$ cat src/rtl/fetch_pkg.sv
// Shared types and default sizing for the fetch buffer stage.
package fetch_pkg;

    localparam int unsigned FETCH_ADDR_W  = 64;
    localparam int unsigned FETCH_INSTR_W = 32;
    localparam int unsigned FETCH_DEPTH   = 4;

    // One prefetched instruction with its PC and fall-through PC.
    typedef struct packed {
        logic [FETCH_ADDR_W-1:0]  pc;
        logic [FETCH_ADDR_W-1:0]  pc_plus4;
        logic [FETCH_INSTR_W-1:0] instr;
    } fetch_entry_t;

endpackage

$ cat src/rtl/fetch_fifo.sv
// Prefetch entry storage: circular buffer with wrap-around pointers and occupancy count.
module fetch_fifo
    import fetch_pkg::*;
#(
    parameter int unsigned DEPTH = FETCH_DEPTH
) (
    input  logic                    clk,
    input  logic                    reset,
    input  logic                    flush_i,
    input  logic                    push_i,
    input  logic                    pop_i,
    input  fetch_entry_t            wdata_i,
    output fetch_entry_t            rdata_o,
    output logic [$clog2(DEPTH):0]  count_o,
    output logic                    empty_o,
    output logic                    full_o
);

    localparam int unsigned PTR_W = $clog2(DEPTH);
    localparam int unsigned CNT_W = PTR_W + 1;

    fetch_entry_t     mem_q [DEPTH];
    logic [PTR_W-1:0] wr_ptr_q, wr_ptr_d;
    logic [PTR_W-1:0] rd_ptr_q, rd_ptr_d;
    logic [CNT_W-1:0] count_q, count_d;
    logic             do_push, do_pop;

    assign empty_o = (count_q == CNT_W'(0));
    assign full_o  = (count_q == CNT_W'(DEPTH));
    assign count_o = count_q;
    assign rdata_o = mem_q[rd_ptr_q];

    // A push into a full buffer is only legal when the head leaves in the same cycle.
    assign do_pop  = pop_i & ~empty_o & ~flush_i;
    assign do_push = push_i & (~full_o | do_pop) & ~flush_i;

    always_comb begin
        wr_ptr_d = wr_ptr_q;
        rd_ptr_d = rd_ptr_q;
        count_d  = count_q;
        if (flush_i) begin
            wr_ptr_d = '0;
            rd_ptr_d = '0;
            count_d  = '0;
        end else begin
            if (do_push) wr_ptr_d = wr_ptr_q + PTR_W'(1);
            if (do_pop)  rd_ptr_d = rd_ptr_q + PTR_W'(1);
            case ({do_push, do_pop})
                2'b10:   count_d = count_q + CNT_W'(1);
                2'b01:   count_d = count_q - CNT_W'(1);
                default: count_d = count_q;
            endcase
        end
    end

    always_ff @(posedge clk or posedge reset) begin
        if (reset) begin
            wr_ptr_q <= '0;
            rd_ptr_q <= '0;
            count_q  <= '0;
        end else begin
            wr_ptr_q <= wr_ptr_d;
            rd_ptr_q <= rd_ptr_d;
            count_q  <= count_d;
        end
    end

    // Payload storage needs no reset; occupancy alone defines validity.
    always_ff @(posedge clk) begin
        if (do_push) mem_q[wr_ptr_q] <= wdata_i;
    end

endmodule

$ cat src/rtl/fetch_buffer_stage.sv
// Instruction fetch PC generation, redirect handling and prefetch buffering.
// Optional FETCH_BYPASS_EN lets a fetch reach the outputs in the same cycle when the buffer is empty.
module fetch_buffer_stage
    import fetch_pkg::*;
#(
    parameter int unsigned       ADDR_W   = FETCH_ADDR_W,
    parameter int unsigned       INSTR_W  = FETCH_INSTR_W,
    parameter int unsigned       DEPTH    = FETCH_DEPTH,
    parameter logic [ADDR_W-1:0] RESET_PC = '0
) (
    input  logic                    clk,
    input  logic                    reset,
    input  logic                    branch_taken,
    input  logic [ADDR_W-1:0]       branch_target,
    output logic [ADDR_W-1:0]       imem_addr,
    input  logic [INSTR_W-1:0]      imem_rdata,
    output logic                    out_valid,
    input  logic                    out_ready,
    output logic [ADDR_W-1:0]       out_pc,
    output logic [ADDR_W-1:0]       out_pc_plus4,
    output logic [INSTR_W-1:0]      out_instr,
    output logic [$clog2(DEPTH):0]  count
);

    logic [ADDR_W-1:0] fetch_pc_q, fetch_pc_d;
    logic [ADDR_W-1:0] pc_plus4;
    fetch_entry_t      push_entry, head_entry;
    logic              fifo_empty, fifo_full;
    logic              fifo_pop, fifo_push;
    logic              fetch_adv;
    logic              bypass_c;

    // Fall-through PC wraps silently at the top of the address space.
    assign pc_plus4  = fetch_pc_q + ADDR_W'(4);
    assign imem_addr = fetch_pc_q;

`ifdef FETCH_BYPASS_EN
    assign bypass_c = ~reset & fifo_empty & out_ready & ~branch_taken;
`else
    assign bypass_c = 1'b0;
`endif

    // A redirect kills any same-cycle push or pop and restarts from the target.
    assign fifo_pop  = ~fifo_empty & out_ready & ~branch_taken;
    assign fetch_adv = ~branch_taken & (~fifo_full | fifo_pop);
    assign fifo_push = fetch_adv & ~bypass_c;

    always_comb begin
        push_entry          = '0;
        push_entry.pc       = FETCH_ADDR_W'(fetch_pc_q);
        push_entry.pc_plus4 = FETCH_ADDR_W'(pc_plus4);
        push_entry.instr    = FETCH_INSTR_W'(imem_rdata);
    end

    always_comb begin
        fetch_pc_d = fetch_pc_q;
        if (branch_taken) begin
            fetch_pc_d = branch_target;
        end else if (fetch_adv) begin
            fetch_pc_d = pc_plus4;
        end
    end

    always_ff @(posedge clk or posedge reset) begin
        if (reset) begin
            fetch_pc_q <= RESET_PC;
        end else begin
            fetch_pc_q <= fetch_pc_d;
        end
    end

    fetch_fifo #(
        .DEPTH (DEPTH)
    ) u_fifo (
        .clk     (clk),
        .reset   (reset),
        .flush_i (branch_taken),
        .push_i  (fifo_push),
        .pop_i   (fifo_pop),
        .wdata_i (push_entry),
        .rdata_o (head_entry),
        .count_o (count),
        .empty_o (fifo_empty),
        .full_o  (fifo_full)
    );

    // Outputs read zero whenever nothing valid is presented.
    always_comb begin
        out_valid    = bypass_c | ~fifo_empty;
        out_pc       = '0;
        out_pc_plus4 = '0;
        out_instr    = '0;
        if (bypass_c) begin
            out_pc       = fetch_pc_q;
            out_pc_plus4 = pc_plus4;
            out_instr    = imem_rdata;
        end else if (!fifo_empty) begin
            out_pc       = ADDR_W'(head_entry.pc);
            out_pc_plus4 = ADDR_W'(head_entry.pc_plus4);
            out_instr    = INSTR_W'(head_entry.instr);
        end
    end

endmodule

$ cat config.mk
export PLATFORM = sky130hd
export DESIGN_NAME = fetch_buffer_stage
export DESIGN_NICKNAME = d
export VERILOG_FILES = /design/src/rtl/fetch_pkg.sv /design/src/rtl/fetch_fifo.sv /design/src/rtl/fetch_buffer_stage.sv
export SDC_FILE = /design/constraint.sdc
export NUM_CORES = 1
export LEC_CHECK = 0
export CORE_ASPECT_RATIO = 1.25
export CORE_MARGIN = 2
export CORE_UTILIZATION = 30
export CTS_BUF_LIST = sky130_fd_sc_hd__clkbuf_8
export DETAILED_ROUTE_END_ITERATION = 10
export GPL_TIMING_DRIVEN = 1
export HOLD_SLACK_MARGIN = 0.15
export PLACE_DENSITY = 0.54
export SLEW_MARGIN = 20
export SYNTH_ARGS = -nofsm -noshare
export SYNTH_HDL_FRONTEND = slang
export SYNTH_SLANG_ARGS = --single-unit
$ cat constraint.sdc
create_clock -name clk -period 10.7 [get_ports clk]
set_input_delay 1.07 -clock clk [delete_from_list [all_inputs] [get_ports clk]]
set_output_delay 1.07 -clock clk [all_outputs]
set_load 0.01 [all_outputs]
==> results by stage, run 1 <==
Critical path:
- The largest delay contributor family on the critical path is buffers and inverters.
- The worst-path maximum fanout is 88.
- The critical path endpoint category is an output port.
- The cell type of the slowest stage on the worst timing path is buf_4.
- Data on the critical path is required at its endpoint by 9.63 ns.
- The critical register-to-register path startpoint is u_fifo.count_o[0].
- The critical path's largest stage delay is about 0.74 ns.
- The cell count along the critical path is 6.
- The signal on the critical path passes through inv_1 > ha_1 > nand2b_4 > buf_4 > and2_1 > clkdlybuf4s50_1.
- The worst register-to-register path has a depth of 7.
- The critical path starts at u_fifo.count_o[0].
- The critical path is of the register to output port type.
- The buffers plus inverters on the worst setup path is 3.
- The data arrival time at the worst-slack endpoint is ~4.1 ns.
- The kind of launch point of the worst setup path is a register.

Yosys:
- The area share of the largest cell type after synthesis is 65.0%.
- The flip-flop and latch count after synthesis is 703.
- In this run the mean area of a mapped cell was 17.5 sq um.
- The mapped netlist covers 29,200 sq um.
- During synthesis, Yosys emitted a total of 0 warnings.
- For this run, the leading register cell type out of synthesis is edfxtp_1.
- The number of nets in the synthesized netlist is 1,773.
- Sequential elements use 71.0% of the synthesized area.
- Yosys mapped the design onto 51 distinct sky130hd cell types.
- The number of instances in the synthesized netlist is 1,666.
- Yosys attributes the largest share of cell area to edfxtp_1 (65%), mux4_2 (12%), dfrtp_1 (6.1%).
- Counting flops with a built-in enable in the synthesized netlist gives 632.
- The async set or reset register ratio after synthesis is 10.1%.
- The largest total area in the synthesized netlist belongs to edfxtp_1.

Floorplan:
- The number of ports placed on the die boundary is 328.
- The total area inside the core boundary comes to 97,100 sq um.
- The floorplan step set the die width to 283 microns.
- Once the floorplan was initialized, standard cells occupied 30.1% of the core.
- Measured along the y axis, the die boundary spans ~350 microns.
- The number of rows created at floorplan is between 100 and 150.
- The floorplan step defined a die boundary enclosing approximately 100,000 sq um.

Clock network:
- The root buffer cell chosen for the clock tree is clkbuf_8.
- The quantity of gates resized following cts is 0.
- The number of buffers added to fix hold violations after cts is 0.
- The number of sinks on the clock net is 703.
- The clock tree buffer depth is 3.
- The clock latency at the later pin of the worst-skew pair is ~0.75 ns.
- The H-tree level count is 3.
- The clock transition at the registers of the reported paths is 0.06 ns.
- The TritonCTS clock tree is built.
- The number of buffers added by the clock tree synthesis step is 110.
- Buffers added to address setup during post-CTS repair amount to 0.

Hold path:
- The depth of the worst hold-timing path is 0.
- The worst hold path begins at imem_addr[1].
- The worst hold path class is register to register.

Detailed routing:
- In the routed design, unresolved DRC markers number 0.
- The number of design-rule violations left by the first detailed-router iteration is approximately 1,200.
- The total via count after detailed routing is 16,400.
- The final wirelength is around 82,000 microns.
- The number of routed nets with antenna violations is 0.
- Using the TritonRoute via totals, the vias-per-cell ratio works out to 4.81.
- The number of search-and-repair iterations in the first detailed-routing pass is 5.
- In the final routed layout, each cell accounts on average for 24.0 microns.

Layout:
- Cells fill 37.1% of the core in the end.
- The final-stage net count is 2,127.
- The number of filler cells placed in the layout is 9,174.
- The ratio of cells with drive above 1 in the final layout is 17.5%.
- The library cells used most frequently in the layout, excluding fill and tap cells, are edfxtp_1 (632), clkdlybuf4s50_1 (326), mux4_2 (158), and2_1 (158), clkbuf_8 (115).
- The most common library cell in the layout ignoring fill and taps is edfxtp_1.
- The area growth from synthesis to layout is 23.4%.

STA:
- The relative slew slack is 29.3%.
- The final worst clock skew is 0.0570 ns.
- The post-layout minimum cycle time is ~5.2 ns.
- The tightest hold margin is roughly 0.55 ns.
- The sum of negative setup slack is 0 ns.
- Setup violations remaining at the end of the flow were counted as 0.
- The number of hold-slack violations in the final timing report is 0.
- In the finished design, the share of the clock period the worst path needs comes to 48.4%.
- The actual slew at the worst max-slew pin is 1.06 ns.
- Setup repair after global routing left no endpoint under its margin.
- The number of pins exceeding their max-slew limit in the final report is 0.
- The fmax is 0.193 GHz.

Power:
- VDD sags by at most 0.000152 V.
- The leakage component of the power is 11.6 nW.
- Power spread over the standard cell area amounts to 222 nW/um^2.

Placement:
- During placement, the flow inserted port buffers numbering around 330.
- The post-DP HPWL is 52,300 microns.
- The routability congestion estimate from global placement is between 0.7 and 0.8.

GRT:
- The wire length of the first global-routing pass is around 120,000 microns.
- The initial antenna violation count is 3.
- The total overflow reported by the global router is 0.
- The pin count of the biggest net entering global routing is 89.
- The number of global-route vias before repair was between 15,000 and 20,000.
- The total global-route track usage is 16.2%.

Job:
- The total of max-cap violations is 0.

Outcome:
- The run finished with clean final reports.
==> sequential cells by signal, indices dropped and copies added, names as in the netlist <==
name	flops
u_fifo.rd_ptr_q	2
u_fifo.wr_ptr_q	2
u_fifo.mem_q	632
u_fifo.count_o	3
imem_addr	64
==> logic make-up (layout without fill, tap and decap cells) <==
logic type,count (synthesis),count (layout),synth area share (%)
muxes,163,163,12.4
other,0,2,0
DFF,703,703,71.0
and+or+nand+nor,498,498,10.0
AOI/OAI and AO/OA,78,78,1.59
adders and majority gates,7,7,0.300
xor gates and xnor gates,98,98,2.94
buffers and inverters,119,558,1.74
==> Yosys cell counts, drive strengths merged (5+ instances only) <==
library cell and instances:
a221o 5, or3 12, xor2 54, nor4 16
nand2 83, or4 15, buf 51, nand3 40
or2 5, and3 10, a22oi 8, nand4 47
and4 6, a31oi 11, o21ai 46, nand2b 6
nor2 54, nor2b 13, dfrtp 71, mux4 158
xnor2 44, clkbuf 60, and2 158, ha 7
edfxtp 632, nor3 27, inv 7
==> power by group <==
part           total (mW)  internal, mW  switching [mW]
clock network        2.24          1.17            1.07
logic                2.32          1.20            1.11
registers            3.44          3.27           0.180
==> metrics by stage <==
step                      setup slack (ns)  std cells  power, mW  area, sq um
after floorplan                       4.84       1666       4.67        29200
final                                 5.52       3407       8.00        36000
after CTS                             5.31       3405       8.17        36000
after detailed placement              5.20       3208       5.91        33900
after global placement                5.22       3206       5.87        33900
after global routing                  5.25       3407       8.37        36000
==> worst paths after layout <==
| path | slack [ns] | endpoint |
|---|---|---|
| worst max-delay path | 5.52 | out_pc_plus4[28] |
| worst min-delay path | 0.55 | u_fifo.mem_q[1][97] |
| worst max register to register | 6.45 | u_fifo.mem_q[1][86] |
| worst min register to register | 0.55 | u_fifo.mem_q[1][97] |
| max in group asynchronous | 9.32 | imem_addr[2] |
| min in group asynchronous | 0.71 | imem_addr[1] |
==> layout make-up <==
type / count / area (sq um) / area share (%)
Clock buffer: 115 / 1580 / 4.39
Inverter: 8 / 32.5 / 0.0902
Multi-Input combinational cell: 844 / 7980 / 22.1
Tap cell: 1300 / 1630 / 4.51
Sequential cell: 703 / 20800 / 57.6
Timing Repair Buffer: 353 / 3500 / 9.72
Clock inverter: 82 / 552 / 1.53
Antenna cell: 2 / 5.00 / 0.0139
==> metal layers <==
layer / share of wire [%] / GRT usage (%)
met5: 0 / 0
met4: 3.0 / 6.26
met3: 5.4 / 2.98
met2: 50 / 27.7
met1: 41 / 20.2
Power figures use the tool's default switching activity.
==> run 2: changes to the inputs <==
--- a/config.mk
+++ b/config.mk
@@ -12,7 +12,7 @@
 export DETAILED_ROUTE_END_ITERATION = 10
 export GPL_TIMING_DRIVEN = 1
 export HOLD_SLACK_MARGIN = 0.15
-export PLACE_DENSITY = 0.54
+export PLACE_DENSITY = 0.56
 export SLEW_MARGIN = 20
 export SYNTH_ARGS = -nofsm -noshare
 export SYNTH_HDL_FRONTEND = slang
==> constraint.sdc (replaced) <==
create_clock -name clk -period 4.5 [get_ports clk]
set_input_delay 0.45 -clock clk [delete_from_list [all_inputs] [get_ports clk]]
set_output_delay 0.45 -clock clk [all_outputs]
set_load 0.01 [all_outputs]
==> run 2 against run 1 <==
Compared with the run above:
- largest cell class unchanged
- largest power group unchanged
- cell area up 1.3%
- highest routed layer is now met5
- count of clock-buffer cells in the layout up 7
- sequential power up 140%
==> results by stage, run 2 (synthesis results as in run 1) <==
Layout:
- The area of all sequential standard cells was 20,800 sq um (unchanged).
- The total area of multi-input combinational cells was 7980 sq um (unchanged).
- The number of filler cells placed in the layout is 9,101 (-0.80%).
- The most common library cell in the layout ignoring fill and taps is edfxtp_1.
- From synthesis to final layout, the design area changed by 25.0%.
- The number of flip-flops under the largest register name is 632 (unchanged).
- Leaving out fill and tap cells, the most frequent cells in the layout are edfxtp_1 (632), clkdlybuf4s50_1 (326), mux4_2 (158), and2_1 (158), clkbuf_8 (122).
- The final-stage net count is 2,148 (+0.99%).
- The ratio of cells with drive above 1 in the final layout is 18.9% (+1.4 points).
- The area of all placed cells without fillers is 36,500 sq um (+1.3%).
- The register with the most flip-flops is u_fifo.mem_q.

Critical path:
- The worst setup path is captured at an output port.
- The signal on the critical path passes through buf_4 > mux4_2 > and2_1 > clkdlybuf4s50_1.
- STA classifies the critical path startpoint as a register.
- The category of the critical setup timing path is register to output port.
- The worst-path maximum fanout is 22 (-75%).
- Among all stages on the critical path, the largest delay is contributed by dfrtp_4.
- The buffers plus inverters on the worst setup path came to 2 (-1).
- The data arrival time at the worst-slack endpoint is 3.29 ns (-0.82 ns).
- Broken down by cell family, the worst path's largest delay share belongs to buffers and inverters.
- The required time reported for the critical path endpoint is 4.05 ns (-5.58 ns).
- The critical path's largest stage delay is 0.77 ns (+0.03 ns).

Detailed routing:
- The number of design-rule violations left by the first detailed-router iteration is 1,233 (+2.8%).
- The post-detailed-route DRC marker count is 0 (unchanged).
- The number of routed nets with antenna violations came to 0 (unchanged).
- The final wirelength came to 83,500 microns (+2.1%).
- The average vias per placed instance was 4.88 (+1.3%).
- The total via count after detailed routing came to 16,800 (+2.2%).
- The routed wire length per instance came to 24.3 microns (+1.2%).
- The number of search-and-repair iterations in the first detailed-routing pass is 5 (unchanged).

GRT:
- The global-route track usage on met2 is 27.7% (about the same).
- The pin count of the biggest net entering global routing came to 78 (-12%).
- The number of global-route vias before repair is 17,600 (+0.69%).
- After global routing, the most crowded layer is met2.
- The met3 usage is 3.13% (+0.14 points).
- The total global-route track usage came to 16.5% (+0.31 points).
- The total overflow reported by the global router is 0 (unchanged).
- The wire length of the first global-routing pass is 121,000 microns (+1.8%).
- The initial antenna violation count is 2 (-1).
- The met1 usage was 21.0% (+0.76 points).

Clock network:
- The cell at the root of the clock tree is clkbuf_8.
- The quantity of gates resized following cts is 0 (unchanged).
- The clock tree buffer depth is 3 (unchanged).
- The number of buffers added to fix hold violations after cts came to 2 (+2).
- The H-tree level count is 3 (unchanged).
- The clock transition at the registers of the reported paths came to 0.06 ns (about the same).
- The number of sinks on the clock net came to 703 (unchanged).
- The clock latency at the later pin of the worst-skew pair is 0.76 ns (about the same).
- The number of buffers added by the clock tree synthesis step came to 111 (+0.91%).
- The post-CTS repair timing setup buffer count is 0 (unchanged).
- The TritonCTS clock tree is built.

Power:
- The cell-internal power is 13.7 mW (+140%).
- The power density relative to cell area is 533 nW/um^2 (+140%).
- The power share of the clock group was 28.9% (+0.9 points).
- The share of total power in combinational logic is 29.3% (+0.3 points).
- The net switching power is 5.73 mW (+140%).
- The switching share of total power is 29.5% (-0.089 points).
- The sequential power share came to 41.8% (-1.3 points).
- The largest voltage drop on the vdd net is 0.000315 V (+110%).
- The leakage component of the power came to 11.8 nW (+1.9%).

STA:
- The actual slew at the worst max-slew pin is 0.855 ns (-0.205 ns).
- The final worst setup slack is 0.761 ns (-4.76 ns).
- The number of hold-slack violations in the final timing report is 0 (unchanged).
- The sum of negative setup slack is 0 ns (unchanged).
- The post-layout minimum cycle time is approximately 3.7 ns.
- The final count of negative-setup-slack endpoints came to 0 (unchanged).
- The relative slew slack came to 42.7% (+13 points).
- The final worst clock skew came to 0.0663 ns (+0.00922 ns).
- Setup repair after global routing left no endpoint under its margin.
- The share of the clock period used by the worst path after layout is 83.1%.
- The fmax is 0.267 GHz.
- The number of pins exceeding their max-slew limit in the final report is 0 (unchanged).
- The tightest hold margin is 0.307 ns (-0.244 ns).

Floorplan:
- The die outline area is 99,900 sq um (unchanged).
- The area of the core is 97,100 sq um (unchanged).
- The number of ports placed on the die boundary is 328 (unchanged).
- The number of rows created at floorplan is 128 (unchanged).
- The die height came to 353 microns (unchanged).
- The horizontal die dimension is 283 microns (unchanged).
- The initial core utilization was 30.1% (unchanged).

Placement:
- The setup slack at placement came to 1.25 ns (-3.94 ns).
- The number of input and output port buffers inserted is 327 (unchanged).
- The post-DP HPWL is 54,200 microns (+3.5%).
- The routability congestion estimate from global placement is 0.805 (+1.3%).
- The cell area after placement was 34,200 sq um (+0.81%).

Outcome:
- The flow ran to the end, and the final reports show no timing, DRC or antenna violations.

Job:
- The total of max-cap violations is 0 (unchanged).

Hold path:
- The tightest min-delay check is of the primary input to register type.
-- run 2: changes by cell type in the layout (fill, tap and decap cells not counted), sizes merged --
cell,previous run,this run
clkbuf,115,122
buf,27,45
dlygate4sd3,0,2
inv,43,39
clkinv,38,44
bufinv,7,9
-- run 2: metal layers --
metal | vias up | part of all wire, %
li1 | 7271 | -
met1 | 8767 | 42
met2 | 589 | 50
met3 | 135 | 5.7
met4 | 2 | 3.2
met5 | - | 0.018
-- run 2: worst register-to-register path, stage by stage (launching register included) --
cell	delay, ns
dfrtp_1	0.68
nand4_1	0.37
nor4_2	0.63
nand4_1	0.55
nor2_1	0.32
xor2_1	0.43
-- run 2: metrics by stage --
step | util (%) | power, mW | instances
3_5_place_dp | 35.2 | 14.1 | 3226
5_1_grt | 37.6 | 20.4 | 3437
2_1_floorplan | - | 11.1 | 1666
3_3_place_gp | 35.2 | 14.1 | 3226
4_1_cts | 37.6 | 19.9 | 3436
6_report | 37.6 | 19.5 | 3438
-- run 2: final cells by class --
type | count | share of cell area (%)
Timing Repair Buffer | 373 | 10.4
Sequential cell | 703 | 56.9
Tap cell | 1300 | 4.45
Antenna cell | 2 | 0.0137
Inverter | 8 | 0.0891
Clock buffer | 122 | 4.60
Clock inverter | 86 | 1.73
Multi-Input combinational cell | 844 | 21.9
-- run 2: final timing paths --
path	start	to	slack, ns	cells past startpoint
max	u_fifo.rd_ptr_q[0]	out_pc_plus4[6]	0.76	4
min	branch_target[22]	imem_addr[22]	0.31	3
max reg2reg	imem_addr[32]	u_fifo.mem_q[3][93]	1.22	5
min reg2reg	imem_addr[1]	u_fifo.mem_q[0][97]	0.56	0
max in group asynchronous	reset	imem_addr[20]	2.74	4
min in group asynchronous	reset	imem_addr[0]	0.71	3
-- run 2: power groups by stage --
stage	clock, mW	sequential, mW	combinational, mW
2_1_floorplan	0	8.11	2.95
3_3_place_gp	0	8.24	5.85
3_5_place_dp	0	8.28	5.87
4_1_cts	5.82	8.15	5.89
5_1_grt	6.06	8.19	6.11
6_report	5.62	8.13	5.70
==> run 3: changes to the inputs <==
--- a/config.mk
+++ b/config.mk
@@ -12,7 +12,7 @@
 export DETAILED_ROUTE_END_ITERATION = 10
 export GPL_TIMING_DRIVEN = 1
 export HOLD_SLACK_MARGIN = 0.15
-export PLACE_DENSITY = 0.56
+export PLACE_DENSITY = 0.54
 export SLEW_MARGIN = 20
 export SYNTH_ARGS = -nofsm -noshare
 export SYNTH_HDL_FRONTEND = slang
==> constraint.sdc (replaced) <==
create_clock -name clk -period 3.45 [get_ports clk]
set_input_delay 0.345 -clock clk [delete_from_list [all_inputs] [get_ports clk]]
set_output_delay 0.345 -clock clk [all_outputs]
set_load 0.01 [all_outputs]
==> run 3 against run 2 <==
Compared with the run above:
- setup slack got worse by 0.60 ns
- flip-flop and latch count unchanged
- worst hold slack worse by 0.11 ns
==> results by stage, run 3 (synthesis results as in run 1) <==
Floorplan:
- The initial core utilization is 30.1% (unchanged).
- The horizontal die dimension is 283 microns (unchanged).
- The number of rows created at floorplan is 128 (unchanged).
- The area of the core is 97,100 sq um (unchanged).
- The number of ports placed on the die boundary is 328 (unchanged).
- The die outline area is 99,900 sq um (unchanged).
- The die height is 353 microns (unchanged).

Critical path:
- The buffers plus inverters on the worst setup path is 3 (+1).
- The signal on the critical path passes through buf_12 > buf_12 > mux4_2 > and2_1 > clkdlybuf4s50_1.
- For this design, the slowest cell found on the critical path is dfrtp_4.
- The critical path endpoint category is an output port.
- The critical path's largest stage delay is 0.53 ns (-0.24 ns).
- By instance count, the cell type seen most on the critical path is buf_12.
- The data arrival time at the worst-slack endpoint was 2.94 ns (-0.35 ns).
- The worst-path maximum fanout is 16 (-27%).
- The kind of launch point of the worst setup path is a register.
- On the critical path the largest part of the delay comes from buffers and inverters.
- The required time reported for the critical path endpoint is 3.11 ns (-0.94 ns).
- The category of the critical setup timing path is register to output port.

STA:
- The number of hold-slack violations in the final timing report is 0 (unchanged).
- The post-layout minimum cycle time is 3.29 ns.
- Derived from the worst setup path, the maximum achievable clock frequency is between 0.3 and 0.4 GHz.
- The tightest hold margin is 0.194 ns (-0.113 ns).
- The number of pins exceeding their max-slew limit in the final report is 0 (unchanged).
- The actual slew at the worst max-slew pin was 1.03 ns (+0.180 ns).
- The relative slew slack is 31.0% (-12 points).
- The share of the clock period used by the worst path after layout is 95.2%.
- Setup repair after global routing left no endpoint under its margin.
- The final count of negative-setup-slack endpoints is 0 (unchanged).
- The final worst clock skew came to 0.0590 ns (-0.00728 ns).

Clock network:
- TritonCTS built the clock tree.
- The clock tree buffer depth came to 3 (unchanged).
- The clock latency at the later pin of the worst-skew pair came to 0.76 ns (about the same).
- The H-tree level count came to 3 (unchanged).
- The cell at the root of the clock tree is clkbuf_8.
- The clock transition at the registers of the reported paths is 0.06 ns (about the same).
- The number of sinks on the clock net is 703 (unchanged).
- The number of buffers added by the clock tree synthesis step is 114 (+2.7%).

Placement:
- The number of input and output port buffers inserted came to 327 (unchanged).
- The routability congestion estimate from global placement is 0.823 (+2.3%).
- The post-DP HPWL was 54,600 microns (+0.88%).
- The cell area after placement is 34,600 sq um (+1.1%).
- The placed instance count is 3,265 (+1.2%).

Detailed routing:
- The post-detailed-route DRC marker count is 0 (unchanged).
- The routed wire length per instance is 24.1 microns (-0.80%).
- The total via count after detailed routing is 17,100 (+1.7%).
- The average vias per placed instance is 4.85 (-0.45%).
- The number of search-and-repair iterations in the first detailed-routing pass was 5 (unchanged).
- The number of design-rule violations left by the first detailed-router iteration is 1,400 (+14%).
- The final wirelength came to 84,700 microns (+1.4%).
- The number of routed nets with antenna violations came to 0 (unchanged).

Layout:
- The number of non-filler instances in the completed layout is 3,514 (+2.2%).
- The library cell used most frequently in the layout, excluding fill and tap cells, is edfxtp_1.
- Ranked by flip-flop count, first place goes to u_fifo.mem_q.
- The final-stage net count was 2,222 (+3.4%).
- The number of flip-flops under the largest register name came to 632 (unchanged).
- The post-layout utilization of the core was 38.3% (+0.64 points).
- The area of all placed cells without fillers was 37,100 sq um (+1.7%).
- In the layout the commonest cells are edfxtp_1 (632), clkdlybuf4s50_1 (326), mux4_2 (158), and2_1 (158), clkbuf_8 (120).
- The area added between synthesis and finish is 27.1%.
- The ratio of cells with drive above 1 in the final layout is 19.9% (+1.0 points).

Power:
- The total power is 25.5 mW (+31%).
- The power density relative to cell area was 686 nW/um^2 (+29%).
- The largest voltage drop on the vdd net was 0.000396 V (+26%).
- The leakage component of the power came to 12.1 nW (+2.8%).

GRT:
- The pin count of the biggest net entering global routing is 86 (+10%).
- The total global-route track usage came to 16.8% (+0.30 points).
- The wire length of the first global-routing pass is 124,000 microns (+2.0%).
- The total overflow reported by the global router is 0 (unchanged).
- The initial antenna violation count is 11 (+9).
- The number of global-route vias before repair is 17,900 (+2.0%).

Outcome:
- The flow ran to the end, and the final reports show no timing, DRC or antenna violations.

Job:
- The total of max-cap violations is 0 (unchanged).

Hold path:
- The worst hold path class is primary input to async pin.
## run 3: cell types whose count changed in the layout (fill, tap and decap cells not counted), moves of 4 or more
cell           delta
buf_12            +7
inv_1             +6
bufinv_16         -4
dlygate4sd3_1    +24
buf_4            +35
clkinv_2          -7
clkinv_1          +9
## run 3: metrics by stage
stage          setup TNS [ns]  worst slack [ns]
4_1_cts                     0            0.0457
3_3_place_gp                0             0.603
2_1_floorplan          -95.73            -0.152
5_1_grt                     0            0.0282
3_5_place_dp                0             0.567
6_report                    0             0.165
## run 3: layout make-up
class	count	area [sq um]
Antenna cell	3	7.51
Multi-Input combinational cell	846	8000
Clock buffer	120	1650
Inverter	8	32.5
Sequential cell	703	20800
Tap cell	1300	1630
Timing Repair Buffer	442	4510
Fill cell	9071	59900
Clock inverter	92	553
## run 3: metal layers
layer  wire length [microns]  global-route usage (%)  up-vias
met5                      80                       0        -
met4                    1960                    5.13       12
met3                    6010                    3.97      147
met2                   43000                    28.8      611
met1                   33700                    21.0     8856
li1                        -                       -     7431
## run 3: path summary, 6_finish.rpt
path / startpoint / to / slack, ns / cells past startpoint
worst max-delay path: u_fifo.rd_ptr_q[0] / out_pc_plus4[35] / 0.16 / 5
worst min-delay path: reset / imem_addr[1] / 0.19 / 2
worst max register to register: imem_addr[13] / u_fifo.mem_q[1][66] / 0.57 / 6
worst min register to register: imem_addr[1] / u_fifo.mem_q[3][97] / 0.56 / 0
max in group asynchronous: reset / imem_addr[2] / 2.45 / 3
min in group clk: branch_target[23] / imem_addr[23] / 0.22 / 3
## run 3: worst register-to-register path, stage by stage, from the launching register on
cell and delay, ns:
dfrtp_1 0.66, nand4_1 0.45, nor4_4 0.28, buf_4 0.21, nand3_2 0.24, nor2_1 0.22, xor2_1 0.55
## run 3: repair_timing
action | CTS | global route
hold buffers | 26 | 0
buffers inserted | 6 | 0
gates resized for setup | 3 | 0
hold endpoints to repair | 35 | 0
endpoints found under the setup margin | 125 | 0
## run 3: report_power, final
group | internal, mW | switching [mW]
combinational | 4.12 | 3.83
sequential | 10.1 | 0.367
clock | 3.61 | 3.42
